==> config.mk <==
export PLATFORM = sky130hd
export DESIGN_NAME = twiddle_seq
export DESIGN_NICKNAME = d
export VERILOG_FILES = /design/src/rtl/fft_pkg.sv /design/src/rtl/twiddle_qrom.sv /design/src/rtl/twiddle_seq.sv
export SDC_FILE = /design/constraint.sdc
export NUM_CORES = 1
export LEC_CHECK = 0
export CAP_MARGIN = 15
export CORE_MARGIN = 2
export CORE_UTILIZATION = 52
export DETAILED_ROUTE_END_ITERATION = 8
export PLACE_DENSITY_LB_ADDON = 0.05
export SYNTH_ARGS = -nofsm -noshare
export SYNTH_HDL_FRONTEND = slang
export SYNTH_SLANG_ARGS = --single-unit
==> constraint.sdc <==
create_clock -name clk -period 4 [get_ports clk]
set_input_delay 0.8 -clock clk [delete_from_list [all_inputs] [get_ports clk]]
set_output_delay 0.8 -clock clk [all_outputs]
set_load 0.1 [all_outputs]
==> src/rtl/fft_pkg.sv <==
// Shared FFT helpers: stage count, quarter-wave cosine ROM contents and the
// address/sign fold that rebuilds full-wave cos/sin from that quarter wave.
package fft_pkg;

  typedef struct packed {
    logic signed [15:0] re;
    logic signed [15:0] im;
  } twiddle_t;

  typedef struct packed {
    logic [31:0] addr_c;
    logic [31:0] addr_s;
    logic        neg_c;
    logic        neg_s;
  } fold_t;

  // Twiddle multipliers needed by a radix-2 single-path FFT of length n.
  function automatic int fft_stages(input int n);
    return $clog2(n) - 1;
  endfunction

  // Entry j of round(cos(2*pi*j/n) * (2^(w-1)-1)); int'() rounds to nearest.
  function automatic int twiddle_quarter_rom(input int n, input int w, input int j);
    real pi_v;
    real amp;
    pi_v = 3.14159265358979323846;
    amp  = real'((1 << (w - 1)) - 1);
    return int'($cos(2.0 * pi_v * real'(j) / real'(n)) * amp);
  endfunction

  // Forward-direction fold for index i < n/2: cos is C[addr_c], sin is C[addr_s].
  function automatic fold_t twiddle_fold(input int i, input int n);
    fold_t f;
    int    q;
    q = n / 4;
    if (i <= q) begin
      f.addr_c = i;
      f.neg_c  = 1'b0;
      f.addr_s = q - i;
    end else begin
      f.addr_c = n / 2 - i;
      f.neg_c  = 1'b1;
      f.addr_s = i - q;
    end
    f.neg_s = 1'b1;
    return f;
  endfunction

endpackage

==> src/rtl/twiddle_qrom.sv <==
// Quarter-wave cosine ROM with PORTS registered cos/sin read pairs; sign is
// applied on the read so the registered value is the final signed twiddle.
module twiddle_qrom
  import fft_pkg::*;
#(
  parameter int N     = 16,
  parameter int W     = 16,
  parameter int AW    = 3,
  parameter int PORTS = 3
) (
  input  logic                      clk,
  input  logic                      rst_n,
  input  logic                      en,
  input  logic [PORTS-1:0][AW-1:0]  addr_c,
  input  logic [PORTS-1:0][AW-1:0]  addr_s,
  input  logic [PORTS-1:0]          neg_c,
  input  logic [PORTS-1:0]          neg_s,
  output logic [PORTS-1:0][W-1:0]   rd_c,
  output logic [PORTS-1:0][W-1:0]   rd_s
);

  localparam int Q = N / 4;

  // Sized to the full address space so every address decodes; entries past Q are never selected.
  logic signed [W-1:0] rom [2**AW];

  for (genvar j = 0; j < 2**AW; j++) begin : g_rom
    assign rom[j] = (j <= Q) ? W'(twiddle_quarter_rom(N, W, j)) : '0;
  end

  always_ff @(posedge clk or negedge rst_n) begin
    if (!rst_n) begin
      rd_c <= '0;
      rd_s <= '0;
    end else if (en) begin
      for (int p = 0; p < PORTS; p++) begin
        rd_c[p] <= neg_c[p] ? -rom[addr_c[p]] : rom[addr_c[p]];
        rd_s[p] <= neg_s[p] ? -rom[addr_s[p]] : rom[addr_s[p]];
      end
    end
  end

endmodule

==> src/rtl/twiddle_seq.sv <==
// Per-stage twiddle sequencer: owns the sample counter, folds each stage index onto a
// quarter-wave ROM, 2-cycle latency; a stalled output freezes the whole pipeline.
module twiddle_seq
  import fft_pkg::*;
#(
  parameter int FFT_SIZE = 16,
  parameter int TW_WIDTH = 16,
  localparam int STAGES  = fft_stages(FFT_SIZE)
) (
  input  logic                              clk,
  input  logic                              rst_n,
  input  logic                              sof,
  input  logic                              inverse,
  input  logic                              in_valid,
  output logic                              in_ready,
  output logic                              out_valid,
  input  logic                              out_ready,
  output logic                              out_last,
  output logic [STAGES-1:0][TW_WIDTH-1:0]   tw_cos,
  output logic [STAGES-1:0][TW_WIDTH-1:0]   tw_sin
);

  localparam int L  = $clog2(FFT_SIZE);
  localparam int AW = L - 1;

  logic                       en;
  logic                       accept;
  logic [L-1:0]               cnt;
  logic [L-1:0]               k;
  logic                       inv_lat;
  logic                       inv_cur;
  logic [STAGES-1:0][AW-1:0]  ac_d, as_d, ac_q, as_q;
  logic [STAGES-1:0]          nc_d, ns_d, nc_q, ns_q;
  logic                       p1_vld;
  logic                       p1_last;

  assign en       = !out_valid || out_ready;
  assign in_ready = en;
  assign accept   = in_valid && en;
  assign k        = sof ? '0 : cnt;
  assign inv_cur  = sof ? inverse : inv_lat;

  // Stage s only sees the low L-1-s counter bits, scaled up so every index stays below N/2.
  for (genvar s = 0; s < STAGES; s++) begin : g_stage
    logic [AW-1:0] idx;
    fold_t         f;
    assign idx     = AW'(k << s);
    assign f       = twiddle_fold(int'(idx), FFT_SIZE);
    assign ac_d[s] = AW'(f.addr_c);
    assign as_d[s] = AW'(f.addr_s);
    assign nc_d[s] = f.neg_c;
    assign ns_d[s] = f.neg_s ^ inv_cur;
  end

  always_ff @(posedge clk or negedge rst_n) begin
    if (!rst_n) begin
      cnt     <= '0;
      inv_lat <= 1'b0;
    end else if (accept) begin
      cnt <= k + 1'b1;
      if (sof) inv_lat <= inverse;
    end
  end

  always_ff @(posedge clk or negedge rst_n) begin
    if (!rst_n) begin
      p1_vld  <= 1'b0;
      p1_last <= 1'b0;
      ac_q    <= '0;
      as_q    <= '0;
      nc_q    <= '0;
      ns_q    <= '0;
    end else if (en) begin
      p1_vld  <= accept;
      p1_last <= accept && (k == L'(FFT_SIZE - 1));
      ac_q    <= ac_d;
      as_q    <= as_d;
      nc_q    <= nc_d;
      ns_q    <= ns_d;
    end
  end

  always_ff @(posedge clk or negedge rst_n) begin
    if (!rst_n) begin
      out_valid <= 1'b0;
      out_last  <= 1'b0;
    end else if (en) begin
      out_valid <= p1_vld;
      out_last  <= p1_last;
    end
  end

  // Bubbles leave the ROM registers untouched, so idle outputs stay at their last value.
  twiddle_qrom #(
    .N     (FFT_SIZE),
    .W     (TW_WIDTH),
    .AW    (AW),
    .PORTS (STAGES)
  ) u_qrom (
    .clk    (clk),
    .rst_n  (rst_n),
    .en     (en && p1_vld),
    .addr_c (ac_q),
    .addr_s (as_q),
    .neg_c  (nc_q),
    .neg_s  (ns_q),
    .rd_c   (tw_cos),
    .rd_s   (tw_sin)
  );

endmodule

==> impl_metrics.csv, run 1 <==
group,metric,value,unit
setup_path,critical_path_required,3.20,ns
setup_path,end_kind,"output port",
place,port_buffers,103,
floorplan,core_area,0.00679,mm²
yosys,async_reset_ff_share,100,%
run_status,status,"finished, final reports clean",
yosys,synth_area,0.00366,mm²
yosys,synth.distinct_cells,46,
cts,insertion_delay,0.34,ns
grt,grt_max_degree,46,
floorplan,die_area,0.00772,mm²
hold_path,hp-class,"input port to async pin",
yosys,ys_ff_latch,66,
finish,area_delta_synth_final,24.2,%
cts,cts_made_buffers,9,
floorplan,rows,30,
route,antenna_left,0,
route,via_count,2747,
finish,drive_gt1_share,6.73,%
yosys,syn_nets,417,
route,via_per_inst,5.07,
cts,post_cts_buffers,0,
grt,global_route.overflow_total,0,
timing,setup_viol,0,
route,firstDrtPassIters,4,
grt,grt_pass1_wl,12200,µm
timing,worst_pin_slew,0.987,ns
grt,grt_pass1_vias,2558,
route,drc,0,
floorplan,ios,105,
cts,cts_hold_buf,0,
yosys,yosysSeqAreaShare,45.2,%
yosys,avgSynthCellArea,9.28,µm²
timing,post-route-period-util,73.7,%
setup_path,slowest_stage,"clkdlybuf4s50_1",
place,place_congestion,0.833,
finish,fin_nets,465,
setup_path,r2r_setup_slack,1.78,ns
timing,maxClockFrequency,0.339,GHz
cts,cts.sinks,66,
timing,finalSetupTns,0,ns
cts,clk_pin_slew,0.07,ns
cts,tritoncts,"done",
timing,min_period,2.95,ns
finish,antenna_cells,0,
cts,cts-root-buf,"clkbuf_8",
timing,slew_headroom,34.0,%
yosys,synthCells,394,
route,wl_per_cell,13.7,µm
place,dpl.hpwl,5300,µm
setup_path,cp_slowest_stage_delay,1.22,ns
timing,skew,0.00675,ns
floorplan,dieHeight,87.9,µm
route,drt-initial-drc-count,146,
floorplan,start_util,53.8,%
grt,grt_use_total,20.5,%
yosys,synth_edf_count,0,
setup_path,path_delay_family,"buffers and inverters",
setup_path,setup.worst_path.class,"flip-flop to output port",
timing,report.final.slew_viol_count,0,
floorplan,die_w,87.9,µm
setup_path,critPathBufInv,1,
setup_path,cp-start-kind,"flip-flop",
grt,antenna_found_initial,0,
route,wirelength,7420,µm
yosys,yosysWarnings,0,
setup_path,path_cells,"clkdlybuf4s50_1",
yosys,synthFlopType,"dfrtp_1",
timing,rsz0062_at_grt,"no",
cts,clk_path_buf_depth,2,
cts,htree_levels,3,
timing,finalHoldViolCount,0,
cts,post_cts_resized,0,
run,drv_cap,0,
setup_path,cp_max_fo,16,
setup_path,arrival,2.15,ns
[routing by layer]
| layer | GRT usage [%] | share of wire, % |
|---|---|---|
| met4 | 9.37 | 1.6 |
| met1 | 27.0 | 46 |
| met2 | 33.5 | 48 |
| met5 | 0 | 0 |
| met3 | 3.20 | 4.4 |
[registers in the layout, summed over array words and instances (netlist names)]
register	count
u_qrom.rd_s	24
ac_q	4
u_qrom.rd_c	22
nc_q	2
ns_q	1
inv_lat	1
p1_last	1
cnt	4
out_valid	1
out_last	1
as_q	4
p1_vld	1
[cell families after synthesis]
group | share of synthesized area [%]
compound gates | 14.3
xor+xnor | 3.83
fa+ha+maj | 5.82
buf+inv | 14.0
flops | 45.2
mux | 1.98
other cells | 0.103
simple gates | 14.8
[cells in the mapped netlist, types with 2 or more instances]
cell      number  area share (%)
nand2_1       74             7.6
dfrtp_1       66              45
buf_4         52              11
o21ai_0       36             4.9
o31ai_1       18             3.7
ha_1          17             5.8
nor2_1        17             1.7
a21oi_1       14             1.9
buf_2         11             1.5
inv_1          9            0.92
xnor2_1        9             2.2
nand2b_1       8             1.4
xor2_1         7             1.7
clkbuf_1       5            0.51
mux2i_1        5             1.4
nand3_1        5            0.68
nor2b_1        4            0.68
nor3_1         3            0.41
a22o_1         2            0.48
a31oi_1        2            0.34
and2_1         2            0.34
inv_2          2            0.21
mux2_2         2            0.62
or2_2          2            0.34
[final cells by class]
cell class	count	area [µm²]
flip-flops and latches	66	1650
clock inverters	3	15.0
clock buffers	12	155
well taps	96	120
inverters	12	45.0
fillers	537	2250
multi-input cells	247	1490
repair buffers	106	1060
[worst paths after layout]
path                       cells past startpoint         endpoint             from
max                                            1       tw_cos[39]  u_qrom.rd_c[46]
min                                            1  u_qrom.rd_c[13]            rst_n
max reg2reg                                   10  u_qrom.rd_s[12]          ac_q[0]
min reg2reg                                    2  u_qrom.rd_c[14]  u_qrom.rd_c[14]
max in group asynchronous                      2          as_q[1]            rst_n
min in group clk                               2  u_qrom.rd_c[14]  u_qrom.rd_c[14]
[placed cells by master, fill, tap and decap left out, types with 2 or more instances in the layout]
master             n
clkdlybuf4s50_1  101
nand2_1           73
dfrtp_1           66
o21ai_0           36
o31ai_1           18
nor2_1            17
ha_1              17
a21oi_1           14
clkbuf_8          11
inv_1              9
xnor2_1            9
nand2b_1           8
xor2_1             7
mux2i_1            5
nand3_1            5
nor2b_1            4
nor3_1             3
clkinv_2           3
buf_4              3
or2_2              2
inv_2              2
and2_1             2
a22o_1             2
mux2_2             2
a31oi_1            2
[through the flow]
| step | utilization (%) | std cells | instance area, µm² | worst slack (ns) | hold slack (ns) |
|---|---|---|---|---|---|
| 6_report | 66.8 | 542 | 4540 | 1.05 | 0.475 |
| 5_1_grt | 66.8 | 542 | 4540 | 0.955 | 0.512 |
| 4_1_cts | 66.8 | 542 | 4540 | 1.02 | 0.479 |
| 3_5_place_dp | 64.3 | 527 | 4370 | 1.07 | 0.464 |
| 3_3_place_gp | 64.3 | 527 | 4370 | 1.10 | 0.458 |
| 2_1_floorplan | - | 394 | 3660 | 1.08 | 0.446 |
Power of run 1 is left out: the tool's default activity adds up to more than one toggle a clock period on the data nets, which glitch-free logic cannot reach.
==> run 2: changes to the inputs <==
--- a/config.mk
+++ b/config.mk
@@ -7,7 +7,7 @@
 export LEC_CHECK = 0
 export CAP_MARGIN = 15
 export CORE_MARGIN = 2
-export CORE_UTILIZATION = 52
+export CORE_UTILIZATION = 48
 export DETAILED_ROUTE_END_ITERATION = 8
 export PLACE_DENSITY_LB_ADDON = 0.05
 export SYNTH_ARGS = -nofsm -noshare
==> constraint.sdc (replaced) <==
create_clock -name clk -period 3 [get_ports clk]
set_input_delay 0.6 -clock clk [delete_from_list [all_inputs] [get_ports clk]]
set_output_delay 0.6 -clock clk [all_outputs]
set_load 0.1 [all_outputs]
==> impl_metrics.csv, run 2 (same netlist as run 1, synthesis figures left out) <==
group,metric,value,unit
timing,maxClockFrequency,0.409,GHz
grt,grt_max_degree,36,
cts,post_cts_buffers,0,
hold_path,hp-class,"input port to async pin",
finish,antenna_cells,0,
finish,fill_cells,657,
floorplan,die_w,91.3,µm
setup_path,cp-start-kind,"input port",
floorplan,rows,31,
timing,slew_headroom,55.4,%
cts,post_cts_resized,0,
finish,multiInputGateArea,0.00149,mm²
cts,cts_made_buffers,9,
cts,cts_hold_buf,0,
cts,cts-root-buf,"clkbuf_8",
route,wl_per_cell,13.8,µm
floorplan,dieHeight,91.3,µm
finish,regMostFlops,"u_qrom.rd_s",
setup_path,critical_path.startpoint,"out_ready",
timing,finalSetupTns,0,ns
finish,final_cell_mix,"101 x buf_4, 73 x nand2_1, 66 x dfrtp_1, 36 x o21ai_0, 18 x o31ai_1",
timing,report.final.slew_viol_count,0,
finish,drive_gt1_share,29.2,%
timing,finalHoldViolCount,0,
setup_path,cp_max_fo,17,
finish,largest_reg_flops,24,
finish,area_delta_synth_final,19.5,%
timing,rsz0062_at_grt,"no",
cts,clk_path_buf_depth,2,
cts,cts.sinks,66,
route,via_count,2699,
finish,final_common_cell,"buf_4",
floorplan,die_area,0.00833,mm²
timing,min_period,2.45,ns
setup_path,worstReg2RegStart,"ac_q[0]",
setup_path,arrival,1.85,ns
finish,seq_area,0.00165,mm²
cts,htree_levels,3,
setup_path,critical_path_required,2.40,ns
floorplan,ios,105,
route,via_per_inst,4.93,
grt,grt_pass1_wl,12500,µm
timing,worst_pin_slew,0.669,ns
run,drv_cap,0,
route,wirelength,7570,µm
finish,fin_nets,468,
place,dpl.hpwl,5390,µm
route,antenna_left,0,
place,port_buffers,103,
setup_path,setup.worst_path.class,"input port to output port",
grt,antenna_found_initial,0,
route,firstDrtPassIters,4,
route,drc,0,
cts,insertion_delay,0.34,ns
floorplan,core_area,0.00733,mm²
route,drt-initial-drc-count,78,
grt,global_route.overflow_total,0,
finish,top_regs,"u_qrom.rd_s (24), u_qrom.rd_c (22)",
grt,grt_use_total,18.8,%
floorplan,start_util,49.9,%
run_status,status,"finished, final reports clean",
setup_path,end_kind,"output port",
timing,skew,0.00484,ns
timing,setup_viol,0,
cts,tritoncts,"done",
place,place_congestion,0.826,
timing,post-route-period-util,81.5,%
cts,clk_pin_slew,0.07,ns
grt,grt_pass1_vias,2453,
## run 2: per-layer routing
metal | share of wire (%) | global-route usage [%]
met1 | 47 | 25.7
met2 | 47 | 30.2
met3 | 4.3 | 3.49
met4 | 1.5 | 6.44
met5 | 0 | 0
## run 2: final timing paths
path	to	slack [ns]	depth (start not counted)
setup / recovery	in_ready	0.55	4
hold / removal	nc_q[1]	0.29	1
setup reg to reg	u_qrom.rd_c[12]	0.94	9
hold reg to reg	u_qrom.rd_c[14]	0.48	2
max in group asynchronous	u_qrom.rd_c[15]	1.97	2
min in group clk	u_qrom.rd_c[14]	0.48	2
## run 2: cell type report
cell class                      instances  area share, %
Sequential cell                        66           37.8
Multi-Input combinational cell        247           34.2
Timing Repair Buffer                  109           19.8
Clock buffer                           10           3.15
Tap cell                               99           2.83
Clock inverter                          5           1.26
Inverter                               12           1.03
## run 2: stage by stage
stage	cell area [µm²]	std cells	hold slack [ns]	setup slack, ns	util (%)
floorplan	3660	394	0.304	0.279	-
global placement	4180	533	0.459	0.531	57.0
detailed placement	4180	533	0.464	0.458	57.0
CTS	4370	548	0.303	0.547	59.6
global route	4370	548	0.334	0.441	59.6
finish	4370	548	0.291	0.555	59.6
## run 2: critical path: stages
cell and delay (ns):
clkdlybuf4s50_1 0.44, nor2b_4 0.33, inv_2 0.23, buf_12 0.23
Power of run 2 is left out for the same reason.
